==> src/rtl/muldiv_pkg.sv <==
// muldiv_pkg: shared M-extension decode constants and FSM state type
package muldiv_pkg;
  typedef enum logic [1:0] {IDLE, MUL, DIV, DONE} state_t;
  localparam logic [6:0] FUNCT7_MULDIV = 7'b0000001;
  localparam logic [1:0] ALUOP_RTYPE   = 2'b10;
  localparam logic [2:0] F3_MUL    = 3'b000;
  localparam logic [2:0] F3_MULH   = 3'b001;
  localparam logic [2:0] F3_MULHSU = 3'b010;
  localparam logic [2:0] F3_MULHU  = 3'b011;
  localparam logic [2:0] F3_DIV    = 3'b100;
  localparam logic [2:0] F3_DIVU   = 3'b101;
  localparam logic [2:0] F3_REM    = 3'b110;
  localparam logic [2:0] F3_REMU   = 3'b111;
endpackage

==> src/rtl/muldiv_unit.sv <==
// muldiv_unit: iterative radix-2 RV32M multiply/divide with done pulse and stall
module muldiv_unit
  import muldiv_pkg::*;
#(
  parameter int DATA_WIDTH = 32,
  parameter bit FAST_PATH  = 1
) (
  input  logic                  clk,
  input  logic                  reset,
  input  logic                  Start,
  input  logic                  Flush,
  input  logic [1:0]            ALUOp,
  input  logic [6:0]            Funct7,
  input  logic [2:0]            Funct3,
  input  logic [DATA_WIDTH-1:0] SrcA,
  input  logic [DATA_WIDTH-1:0] SrcB,
  output logic                  IsMulDiv,
  output logic                  Busy,
  output logic                  Done,
  output logic                  Stall,
  output logic [DATA_WIDTH-1:0] Result
);
  localparam int W  = DATA_WIDTH;
  localparam int CW = $clog2(W);
  localparam logic [CW-1:0] LAST = CW'(W - 1);
  state_t state;
  logic [CW-1:0] cnt;
  logic [2:0] op;
  logic sa, neg;
  logic [W-1:0] opnd;
  logic [2*W-1:0] prod;
  logic accept, is_div, sa_in, sb_in, b_zero, ovf, fast;
  logic [W-1:0] a_mag, b_mag, fast_res, quo, rem, res_nx;
  logic [W:0] mul_sum, div_sh, div_df;
  logic [2*W-1:0] mul_nx, div_nx, step, mul_p;
  assign IsMulDiv = (ALUOp == ALUOP_RTYPE) && (Funct7 == FUNCT7_MULDIV);
  assign Busy     = state != IDLE;
  assign Done     = state == DONE;
  assign Stall    = IsMulDiv && Start && !Done;
  // prod holds {acc, multiplier} for MUL and {remainder, dividend/quotient} for DIV
  always_comb begin
    accept   = (state == IDLE) && Start && IsMulDiv && !Flush;
    is_div   = Funct3[2];
    sa_in    = SrcA[W-1] && (is_div ? !Funct3[0] : Funct3[1:0] != 2'b11);
    sb_in    = SrcB[W-1] && (is_div ? !Funct3[0] : !Funct3[1]);
    a_mag    = sa_in ? -SrcA : SrcA;
    b_mag    = sb_in ? -SrcB : SrcB;
    b_zero   = SrcB == '0;
    ovf      = !Funct3[0] && SrcA == {1'b1, {(W-1){1'b0}}} && SrcB == '1;
    fast     = FAST_PATH && is_div && (b_zero || ovf);
    fast_res = Funct3[1] ? (b_zero ? SrcA : '0) : (b_zero ? '1 : SrcA);
    mul_sum  = {1'b0, prod[2*W-1:W]} + (prod[0] ? {1'b0, opnd} : '0);
    mul_nx   = {mul_sum, prod[W-1:1]};
    div_sh   = {prod[2*W-1:W], prod[W-1]};
    div_df   = div_sh - {1'b0, opnd};
    div_nx   = div_df[W] ? {div_sh[W-1:0], prod[W-2:0], 1'b0} : {div_df[W-1:0], prod[W-2:0], 1'b1};
    step     = state == MUL ? mul_nx : div_nx;
    mul_p    = neg ? -step : step;
    quo      = neg ? -step[W-1:0] : step[W-1:0];
    rem      = sa ? -step[2*W-1:W] : step[2*W-1:W];
    res_nx   = state == MUL ? (op[1:0] == 2'b00 ? mul_p[W-1:0] : mul_p[2*W-1:W]) : (op[1] ? rem : quo);
  end
  // a zero divisor keeps the quotient all ones, so its sign is never applied
  always_ff @(posedge clk or posedge reset) begin
    if (reset) begin
      state  <= IDLE;
      cnt    <= '0;
      Result <= '0;
      op     <= '0;
      sa     <= 1'b0;
      neg    <= 1'b0;
      opnd   <= '0;
      prod   <= '0;
    end else if (Flush) begin
      state <= IDLE;
      cnt   <= '0;
    end else begin
      case (state)
        IDLE: if (accept) begin
          op    <= Funct3;
          sa    <= sa_in;
          neg   <= (sa_in ^ sb_in) && !b_zero;
          cnt   <= '0;
          prod  <= {{W{1'b0}}, is_div ? a_mag : b_mag};
          opnd  <= is_div ? b_mag : a_mag;
          state <= fast ? DONE : (is_div ? DIV : MUL);
          if (fast) Result <= fast_res;
        end
        MUL, DIV: begin
          prod <= step;
          cnt  <= cnt == LAST ? '0 : cnt + 1'b1;
          if (cnt == LAST) begin
            state  <= DONE;
            Result <= res_nx;
          end
        end
        default: state <= IDLE;
      endcase
    end
  end
endmodule

==> config.mk <==
export PLATFORM = sky130hd
export DESIGN_NAME = muldiv_unit
export DESIGN_NICKNAME = d
export VERILOG_FILES = /design/src/rtl/muldiv_pkg.sv /design/src/rtl/muldiv_unit.sv
export SDC_FILE = /design/constraint.sdc
export NUM_CORES = 1
export LEC_CHECK = 0
export CORE_MARGIN = 3
export CORE_UTILIZATION = 35
export CTS_BUF_LIST = sky130_fd_sc_hd__clkbuf_16
export DETAILED_ROUTE_END_ITERATION = 10
export PLACE_DENSITY = 0.6
export SLEW_MARGIN = 20
export SYNTH_ARGS = -nofsm -noshare
export SYNTH_HDL_FRONTEND = slang
export SYNTH_SLANG_ARGS = --single-unit
==> constraint.sdc <==
create_clock -name clk -period 5.4 [get_ports clk]
set_clock_uncertainty 0.1 [all_clocks]
set_input_delay 0.54 -clock clk [delete_from_list [all_inputs] [get_ports clk]]
set_output_delay 0.54 -clock clk [all_outputs]
set_load 0.03 [all_outputs]
==> results.sh, run 1 <==
export IMPL_report_final_slew_viol_count=0
export IMPL_place_gp_congestion=1.012
export IMPL_crit_end="Result[19]$_DFFE_PP0P_"
export IMPL_cts_buffer_depth=2
export IMPL_powerDensity_mw_per_mm2=760.0
export IMPL_initial_core_util_pct=35.65
export IMPL_tightest_slew_ps=1142
export IMPL_avgSynthCellArea_um2=7.348
export IMPL_synth_cell_types=101
export IMPL_seq_power_share_pct=9.8
export IMPL_detail_route_antenna_nets=0
export IMPL_outcome="finished clean"
export IMPL_yosysTopAreaCell="dfrtp_1"
export IMPL_critPathKind="register to register"
export IMPL_intPower_mw=6.367
export IMPL_cp_end_kind="register"
export IMPL_synth_seq_cells=139
export IMPL_synth_edf_count=0
export IMPL_dpl_cell_area_mm2=0.01860
export IMPL_path_delay_family="compound AO/OA/AOI/OAI gates"
export IMPL_wl_um=71570
export IMPL_arrival_ps=5430
export IMPL_dp_hpwl_um=57130
export IMPL_r2r_slack_ps=180
export IMPL_max_freq_mhz=191.6
export IMPL_hp_class="register to register"
export IMPL_period_needed_ps=5219
export IMPL_syn_inst=2216
export IMPL_htree_num_levels=4
export IMPL_crit_required_ps=5610
export IMPL_synth_top_cell_area_share_pct=21.36
export IMPL_ir_drop_uv=581.3
export IMPL_reg2regPathDepth=18
export IMPL_cp_slowest_cell="o311ai_1"
export IMPL_core_mm2=0.04567
export IMPL_max_slew_margin_rel_pct=22.63
export IMPL_clkPwrFrac_pct=8.4
export IMPL_drcViolationCount=0
export IMPL_grt_pass1_wl_um=107400
export IMPL_drv_cap=0
export IMPL_clk_pin_slew_ps=70
export IMPL_avgRoutedWirePerCell_um=24.22
export IMPL_fin_crit_sh_pct=96.64
export IMPL_routed_via_density=6.099
export IMPL_cp_num_cells=18
export IMPL_clk_latency_ps=450
export IMPL_crit_fanout=10
export IMPL_grt_max_degree=72
export IMPL_yosysSeqAreaShare_pct=21.36
export IMPL_track_usage_pct=28.17
export IMPL_dieArea_mm2=0.04915
export IMPL_drive_above_1_share_pct=9.856
export IMPL_finish_instance_area_mm2=0.01921
export IMPL_dr_pass1_iters=6
export IMPL_core_rowCount=78
export IMPL_fin_tns_setup_ps=0
export IMPL_finalPower_mw=14.60
export IMPL_clock_sinks=139
export IMPL_cp_start_kind="register"
export IMPL_sw_frac_of_total_pct=56.39
export IMPL_path_buf_inv=3
export IMPL_setup_viol=0
export IMPL_grt_pass1_vias=16920
export IMPL_drtIter0Drc=2004
export IMPL_crit_chain="inv_1, ha_1, fa_1, nand2b_1, a21oi_2, o21ai_2, a211o_1, nand3_1, nand2_1, buf_4, o311ai_1, nor4_2, buf_4, nand3_1, o21ai_0, xor2_1, a221oi_1, a21oi_1"
export IMPL_syn2layout_area_growth_pct=17.97
export IMPL_reg2reg_from="prod[31]$_DFFE_PP0P_"
export IMPL_grt_setup_unrepaired="true"
export IMPL_leakage_nw=7.843
export IMPL_vias=18020
export IMPL_die_w_um=221.7
export IMPL_synth_area_top_cells="dfrtp_1 (21%), o21ai_0 (7.2%), a21oi_1 (6.0%)"
export IMPL_r2r_end="Result[19]$_DFFE_PP0P_"
export IMPL_ys_warn_count=0
export IMPL_syn_area_mm2=0.01628
export IMPL_die_h_um=221.7
export IMPL_power_switching_mw=8.233
export IMPL_postCtsHoldBufs=0
export IMPL_synthTopCellsByCount="nand2_1 (251), o21ai_0 (235), a21oi_1 (195), nor2_1 (188), dfrtp_1 (139)"
export IMPL_synthFlopType="dfrtp_1"
export IMPL_numCtsBuffers=17
export IMPL_synth_most_common_cell="nand2_1"
export IMPL_ioPinCount=116
export IMPL_crit_path_max_incr_delay_ps=960
export IMPL_root_buffer="clkbuf_16"
export IMPL_synth_nets=2372
export IMPL_cts_tree="built"
export IMPL_crit_start="prod[31]$_DFFE_PP0P_"
export IMPL_antenna_found_initial=5
export IMPL_report_final_hold_viol_count=0
export IMPL_synth_async_reset_ratio_pct=100.0
export IMPL_pwr_share_comb_pct=81.8
export IMPL_grt_ovfl_total=0
export IMPL_io_buffers=115
export IMPL_nNetsFinal=2498
## worst min-delay path by stage
stage                            from                endpoint  slack (ps)  cells after the start
3_5_place_dp    Result[5]$_DFFE_PP0P_   Result[5]$_DFFE_PP0P_         370                      2
6_report        Result[1]$_DFFE_PP0P_   Result[1]$_DFFE_PP0P_         380                      2
3_3_place_gp    Result[4]$_DFFE_PP0P_   Result[4]$_DFFE_PP0P_         370                      2
5_1_grt        Result[27]$_DFFE_PP0P_  Result[27]$_DFFE_PP0P_         410                      2
4_1_cts         Result[5]$_DFFE_PP0P_   Result[5]$_DFFE_PP0P_         380                      2
2_1_floorplan      cnt[4]$_DFFE_PP0P_      cnt[4]$_DFFE_PP0P_         360                      2
## stage by stage
| stage | setup WS (ps) | utilization, % | cells | hold slack [ps] |
|---|---|---|---|---|
| CTS | 226.7 | 41.99 | 2952 | 383.9 |
| global placement | 282.9 | 40.72 | 2921 | 367.2 |
| detailed placement | 263.8 | 40.72 | 2921 | 369.6 |
| global route | -11.61 | 42.05 | 2954 | 412.9 |
| finish | 181.4 | 42.06 | 2955 | 378.9 |
| floorplan | 451.3 | - | 2216 | 356.3 |
## cells in the final DEF (no fill, tap or decap), drive strengths merged, types with 14 or more instances in the layout
| cell | n |
|---|---|
| and2 | 46 |
| xnor2 | 105 |
| nand3 | 36 |
| o41ai | 14 |
| inv | 81 |
| nor2 | 188 |
| buf | 134 |
| a21o | 28 |
| a211oi | 28 |
| and3 | 18 |
| or3 | 32 |
| maj3 | 17 |
| o21ai | 241 |
| clkdlybuf4s50 | 114 |
| dfrtp | 139 |
| a221oi | 14 |
| o31ai | 41 |
| a21oi | 197 |
| nand2 | 251 |
| ha | 74 |
| nor4 | 21 |
| xor2 | 76 |
| or2 | 17 |
| nand4 | 27 |
| a22o | 24 |
| a31oi | 26 |
| mux2i | 37 |
| o211ai | 30 |
| nand2b | 22 |
| nor3 | 58 |
| o21a | 15 |
| clkbuf | 17 |
## state kept, by name, indices dropped and copies added (netlist names)
name,flops
Result,32
cnt,5
neg,1
op,2
opnd,32
prod,64
sa,1
state,2
## power by group through the flow
stage | logic (mW) | registers, mW | clock network [mW]
after floorplan | 7.06 | 1.36 | 0
after global placement | 11.6 | 1.43 | 0
after detailed placement | 11.5 | 1.44 | 0
after CTS | 11.6 | 1.42 | 1.23
after global routing | 12.7 | 1.45 | 1.27
final | 11.9 | 1.43 | 1.22
## tightest hold or removal path, cell delays in order, from the launching register on
cell and delay (ps):
dfrtp_1 340, nand2_1 50, o21ai_0 60
## cells by family after synthesis
group	synth area share, %
muxes	3.035
DFF	21.36
and+or+nand+nor	23.25
xor gates and xnor gates	9.736
adders and majority gates	6.977
AOI/OAI and AO/OA	30.04
buffers and inverters	5.602
## routing by layer
| metal | up-vias | track usage [%] | routed length (µm) |
|---|---|---|---|
| met5 | - | 0 | 40 |
| met3 | 153 | 5.865 | 6183 |
| li1 | 8338 | - | - |
| met1 | 8606 | 39.42 | 31480 |
| met4 | 6 | 11.19 | 3132 |
| met2 | 920 | 42.35 | 30730 |
## layout make-up
class                           instances  area [µm²]
Tap cell                              600       750.7
Antenna cell                            1       2.502
Fill cell                            4708       26460
Clock buffer                           17       425.4
Multi-Input combinational cell       1855       11940
Sequential cell                       139        3478
Clock inverter                         14       156.4
Timing Repair Buffer                  248        2147
Inverter                               81       309.0
## what timing repair did
action | CTS | global route
endpoints found under the setup margin | 0 | 13
buffers inserted | 0 | 2
resized for setup | 0 | 3
Note: power is estimated with default switching activity, not from simulation.
==> run 2: changes to the inputs <==
Settings changed: SLEW_MARGIN 20 to not set.
==> run 2 against run 1 <==
- sequential share of layout area is the same
- critical path type unchanged
- register-to-register slack barely moved
- worst hold slack hardly changed
- highest routed layer unchanged
- largest power group unchanged
==> results.sh, run 2 (synthesized netlist as in run 1, its figures left out) <==
export IMPL_grt_ovfl_total=0
export IMPL_fillers=4708
export IMPL_dp_hpwl_um=57130
export IMPL_largest_reg_flops=64
export IMPL_antenna_found_initial=5
export IMPL_grt_max_degree=72
export IMPL_numCtsBuffers=17
export IMPL_die_w_um=221.7
export IMPL_clk_latency_ps=450
export IMPL_place_gp_congestion=1.012
export IMPL_multi_input_area_mm2=0.01194
export IMPL_grt_pass1_vias=16920
export IMPL_clk_pin_slew_ps=70
export IMPL_outcome="finished clean"
export IMPL_crit_fanout=10
export IMPL_cp_end_kind="register"
export IMPL_io_buffers=115
export IMPL_cts_tree="built"
export IMPL_report_final_slew_viol_count=0
export IMPL_core_rowCount=78
export IMPL_htree_num_levels=4
export IMPL_fin_crit_sh_pct=96.65
export IMPL_final_cell_mix="nand2_1 (251), o21ai_0 (235), a21oi_1 (195)"
export IMPL_die_h_um=221.7
export IMPL_track_usage_pct=28.17
export IMPL_report_final_hold_viol_count=0
export IMPL_dr_pass1_iters=6
export IMPL_cp_start_kind="register"
export IMPL_avgRoutedWirePerCell_um=24.22
export IMPL_powerDensity_mw_per_mm2=759.7
export IMPL_vias=18020
export IMPL_syn2layout_area_growth_pct=17.97
export IMPL_routed_via_density=6.098
export IMPL_clock_sinks=139
export IMPL_initial_core_util_pct=35.65
export IMPL_period_needed_ps=5219
export IMPL_critPathKind="register to register"
export IMPL_dieArea_mm2=0.04915
export IMPL_drcViolationCount=0
export IMPL_regMostFlops="prod"
export IMPL_r2r_slack_ps=180
export IMPL_drtIter0Drc=2004
export IMPL_finalWorstSetupSlack_ps=181.1
export IMPL_ir_drop_uv=581.6
export IMPL_final_common_cell="nand2_1"
export IMPL_reg_top3="prod: 64 flops, Result: 32 flops, opnd: 32 flops"
export IMPL_max_slew_margin_rel_pct=9.493
export IMPL_detail_route_antenna_nets=0
export IMPL_drive_above_1_share_pct=9.856
export IMPL_hp_class="register to register"
export IMPL_arrival_ps=5430
export IMPL_grt_pass1_wl_um=107400
export IMPL_grt_setup_unrepaired="true"
export IMPL_tightest_slew_ps=1341
export IMPL_root_buffer="clkbuf_16"
export IMPL_final_util_pct=42.06
export IMPL_core_mm2=0.04567
export IMPL_nNetsFinal=2498
export IMPL_wl_um=71570
export IMPL_cts_buffer_depth=2
export IMPL_max_freq_mhz=191.6
export IMPL_post_place_ws_ps=263.8
export IMPL_seq_area_mm2=0.003478
export IMPL_leakage_nw=7.843
export IMPL_postCtsHoldBufs=0
export IMPL_ioPinCount=116
export IMPL_setup_viol=0
export IMPL_crit_required_ps=5610
export IMPL_drv_cap=0
[run 2: per-layer routing]
layer,share of wire [%],GRT usage (%),up-vias
met1,44,39.42,8612
met5,0.056,0,-
met4,4.4,11.19,6
met2,43,42.35,914
met3,8.7,5.865,152
li1,-,-,8336
[run 2: path summary, 6_finish.rpt]
check,start,endpoint,cells past startpoint
setup reg to reg,prod[31]$_DFFE_PP0P_,Result[19]$_DFFE_PP0P_,18
setup / recovery,prod[31]$_DFFE_PP0P_,Result[19]$_DFFE_PP0P_,18
min in group asynchronous,reset,opnd[18]$_DFFE_PP0P_,2
hold / removal,Result[1]$_DFFE_PP0P_,Result[1]$_DFFE_PP0P_,2
max in group asynchronous,reset,opnd[29]$_DFFE_PP0P_,3
hold reg to reg,Result[1]$_DFFE_PP0P_,Result[1]$_DFFE_PP0P_,2
[run 2: report_power, final]
group	leakage, nW	switching [mW]	internal, mW	total, mW
sequential	1.88	0.225	1.20	1.43
combinational	5.68	7.50	4.44	11.9
clock	0.281	0.508	0.716	1.22
[run 2: timing repair]
action,CTS,global route
gates resized for setup,0,3
setup buffers,0,2
setup endpoints to repair,0,13
[run 2: final cells by class]
cell class	instances	area share, %
timing repair buffer	248	11.18
multi-input combinational	1855	62.16
sequential	139	18.11
clock buffer	17	2.215
antenna	1	0.01303
clock inverter	14	0.8142
tap	600	3.908
inverter	81	1.609
[run 2: critical path, stage by stage, from the launching register on]
cell and delay, ps:
dfrtp_1 370, inv_1 60, ha_1 210, fa_1 420, nand2b_1 200, a21oi_2 270
o21ai_2 140, a211o_1 370, nand3_1 140, nand2_1 220, buf_4 250, o311ai_1 960
nor4_2 90, buf_4 190, nand3_1 230, o21ai_0 170, xor2_1 170, a221oi_1 380
a21oi_1 110
[run 2: stage by stage]
step / total power, mW / hold slack (ps) / TNS, ps / cell area (µm²) / instances
3_3_place_gp: 13.00 / 367.2 / 0 / 18600 / 2921
6_report: 14.59 / 378.9 / 0 / 19210 / 2955
5_1_grt: 15.37 / 412.9 / -11.61 / 19210 / 2954
4_1_cts: 14.24 / 383.9 / 0 / 19180 / 2952
3_5_place_dp: 12.93 / 369.6 / 0 / 18600 / 2921
2_1_floorplan: 8.421 / 356.3 / 0 / 16280 / 2216
==> run 3: changes to the inputs <==
Settings changed: CORE_MARGIN 3 to not set, CORE_UTILIZATION 35 to 31, PLACE_DENSITY 0.6 to 0.56, SETUP_SLACK_MARGIN set to 0.2.
==> run 3 against run 2 <==
- sequential share of layout area fell by 0.19 points
- sequential power barely moved
- die area grew 8.7%
- global-route usage decreased by 0.62 points
- fmax grew 3.7%
- worst hold slack improved by 4.8 ps
- total power is 4.7% higher
- critical path depth shrank 1
- via count fell by 0.76%
- setup slack improved by 190 ps
- register-to-register slack better by 190 ps
- largest power group unchanged
- highest routed layer unchanged
==> results.sh, run 3 (synthesized netlist as in run 1, its figures left out) <==
export IMPL_period_needed_ps=5034
export IMPL_max_freq_mhz=198.7
export IMPL_routed_via_density=5.929
export IMPL_crit_start="prod[31]$_DFFE_PP0P_"
export IMPL_clk_latency_ps=490
export IMPL_grt_max_degree=71
export IMPL_r2r_end="Result[17]$_DFFE_PP0P_"
export IMPL_cp_start_kind="register"
export IMPL_clk_pin_slew_ps=70
export IMPL_clock_sinks=139
export IMPL_nNetsFinal=2479
export IMPL_drv_cap=0
export IMPL_arrival_ps=5320
export IMPL_crit_fanout=17
export IMPL_largest_reg_flops=64
export IMPL_powerDensity_mw_per_mm2=786.6
export IMPL_reg2regPathDepth=17
export IMPL_crit_end="Result[17]$_DFFE_PP0P_"
export IMPL_grt_pass1_wl_um=110000
export IMPL_fillers=5296
export IMPL_r2r_slack_ps=370
export IMPL_critPathKind="register to register"
export IMPL_initial_core_util_pct=31.55
export IMPL_postCtsHoldBufs=0
export IMPL_reg_top3="prod: 64 flops, Result: 32 flops, opnd: 32 flops"
export IMPL_drcViolationCount=0
export IMPL_grt_ovfl_total=0
export IMPL_crit_required_ps=5680
export IMPL_drive_above_1_share_pct=10.23
export IMPL_final_cells=3016
export IMPL_dpl_cell_count=2980
export IMPL_diodes=0
export IMPL_avgRoutedWirePerCell_um=24.54
export IMPL_grt_setup_unrepaired="true"
export IMPL_ir_drop_uv=588.4
export IMPL_place_gp_congestion=0.9659
export IMPL_tightest_slew_ps=1038
export IMPL_cts_buffer_depth=2
export IMPL_detail_route_antenna_nets=0
export IMPL_fin_crit_sh_pct=93.21
export IMPL_antenna_found_initial=5
export IMPL_max_slew_margin_rel_pct=30.38
export IMPL_outcome="finished clean"
export IMPL_final_common_cell="nand2_1"
export IMPL_numCtsBuffers=17
export IMPL_hp_class="register to register"
export IMPL_leakage_nw=7.825
export IMPL_reg2reg_from="prod[31]$_DFFE_PP0P_"
export IMPL_syn2layout_area_growth_pct=19.29
export IMPL_io_buffers=115
export IMPL_setup_viol=0
export IMPL_core_mm2=0.05161
export IMPL_dieArea_mm2=0.05345
export IMPL_dr_pass1_iters=6
export IMPL_drtIter0Drc=1820
export IMPL_final_cell_mix="nand2_1 (250), o21ai_0 (234), a21oi_1 (193)"
export IMPL_root_buffer="clkbuf_16"
export IMPL_track_usage_pct=27.55
export IMPL_report_final_slew_viol_count=0
export IMPL_grt_pass1_vias=16510
export IMPL_core_rowCount=83
export IMPL_regMostFlops="prod"
export IMPL_die_h_um=231.2
export IMPL_htree_num_levels=4
export IMPL_wl_um=74020
export IMPL_dp_hpwl_um=58010
export IMPL_cp_end_kind="register"
export IMPL_fin_tns_setup_ps=0
export IMPL_ioPinCount=116
export IMPL_report_final_hold_viol_count=0
export IMPL_vias=17880
export IMPL_cts_tree="built"
export IMPL_die_w_um=231.2
==> run 3: cell types whose count changed in the layout (fill, tap and decap cells not counted), sizes merged <==
cell    previous run  this run
bufinv             3         6
inv               81        80
buf              134       115
diode              1         0
clkinv             8         7
==> run 3: area by class of cell <==
cell class,instances,area (µm²),area share [%]
multi-input combinational,1855,12120,62.41
inverter,81,309.0,1.591
clock inverter,15,227.7,1.172
clock buffer,17,425.4,2.190
tap,680,850.8,4.380
sequential,139,3481,17.92
timing repair buffer,229,2008,10.34
==> run 3: timing repair <==
item                                    CTS  global route
resized for setup                         2            34
endpoints found under the setup margin    8            23
setup buffers                             1             3
pin swaps                                 1             7
==> run 3: how the worst min path moves through the flow <==
stage	start	endpoint	slack [ps]	cells past startpoint
after global routing	Result[26]$_DFFE_PP0P_	Result[26]$_DFFE_PP0P_	410	2
after global placement	Result[4]$_DFFE_PP0P_	Result[4]$_DFFE_PP0P_	370	2
after floorplan	cnt[4]$_DFFE_PP0P_	cnt[4]$_DFFE_PP0P_	360	2
after detailed placement	Result[1]$_DFFE_PP0P_	Result[1]$_DFFE_PP0P_	380	2
final	Result[1]$_DFFE_PP0P_	Result[1]$_DFFE_PP0P_	380	2
after CTS	Result[1]$_DFFE_PP0P_	Result[1]$_DFFE_PP0P_	390	2
==> run 3: critical path, stage by stage, from the launching register on <==
cell      delay, ps
dfrtp_1         390
inv_1            70
ha_1            220
fa_1            390
nand2b_1        190
a21oi_2         190
o21ai_2         130
a211o_4         380
and3_2          260
buf_4           230
o21ai_0         210
a31oi_2         310
nor4_2          530
o21ai_0         440
nor3_2          270
nand3_1         100
nor4b_1         190
o41ai_2         330
==> run 3: layer usage <==
layer	track usage [%]	vias to the layer above	part of all wire, %
met5	0	-	0.074
met4	9.727	8	3.1
met3	5.057	115	7.7
met2	42.35	790	44
met1	38.27	8676	45
li1	-	8294	-
==> run 3: where the power goes <==
part / switching (mW) / internal [mW]
logic: 7.95 / 4.52
registers: 0.219 / 1.20
clock network: 0.537 / 0.855
==> run 3: metrics by stage <==
step / util, % / hold WS (ps) / instance area (µm²) / power, mW / setup WS, ps
after floorplan: - / 356.3 / 16280 / 8.421 / 451.3
after global placement: 35.93 / 370.0 / 18540 / 13.09 / 159.3
after detailed placement: 35.93 / 377.5 / 18540 / 13.04 / 108.0
after CTS: 37.23 / 391.1 / 19220 / 14.58 / 219.6
after global routing: 37.64 / 405.0 / 19420 / 16.05 / 129.4
final: 37.64 / 383.7 / 19420 / 15.28 / 366.4
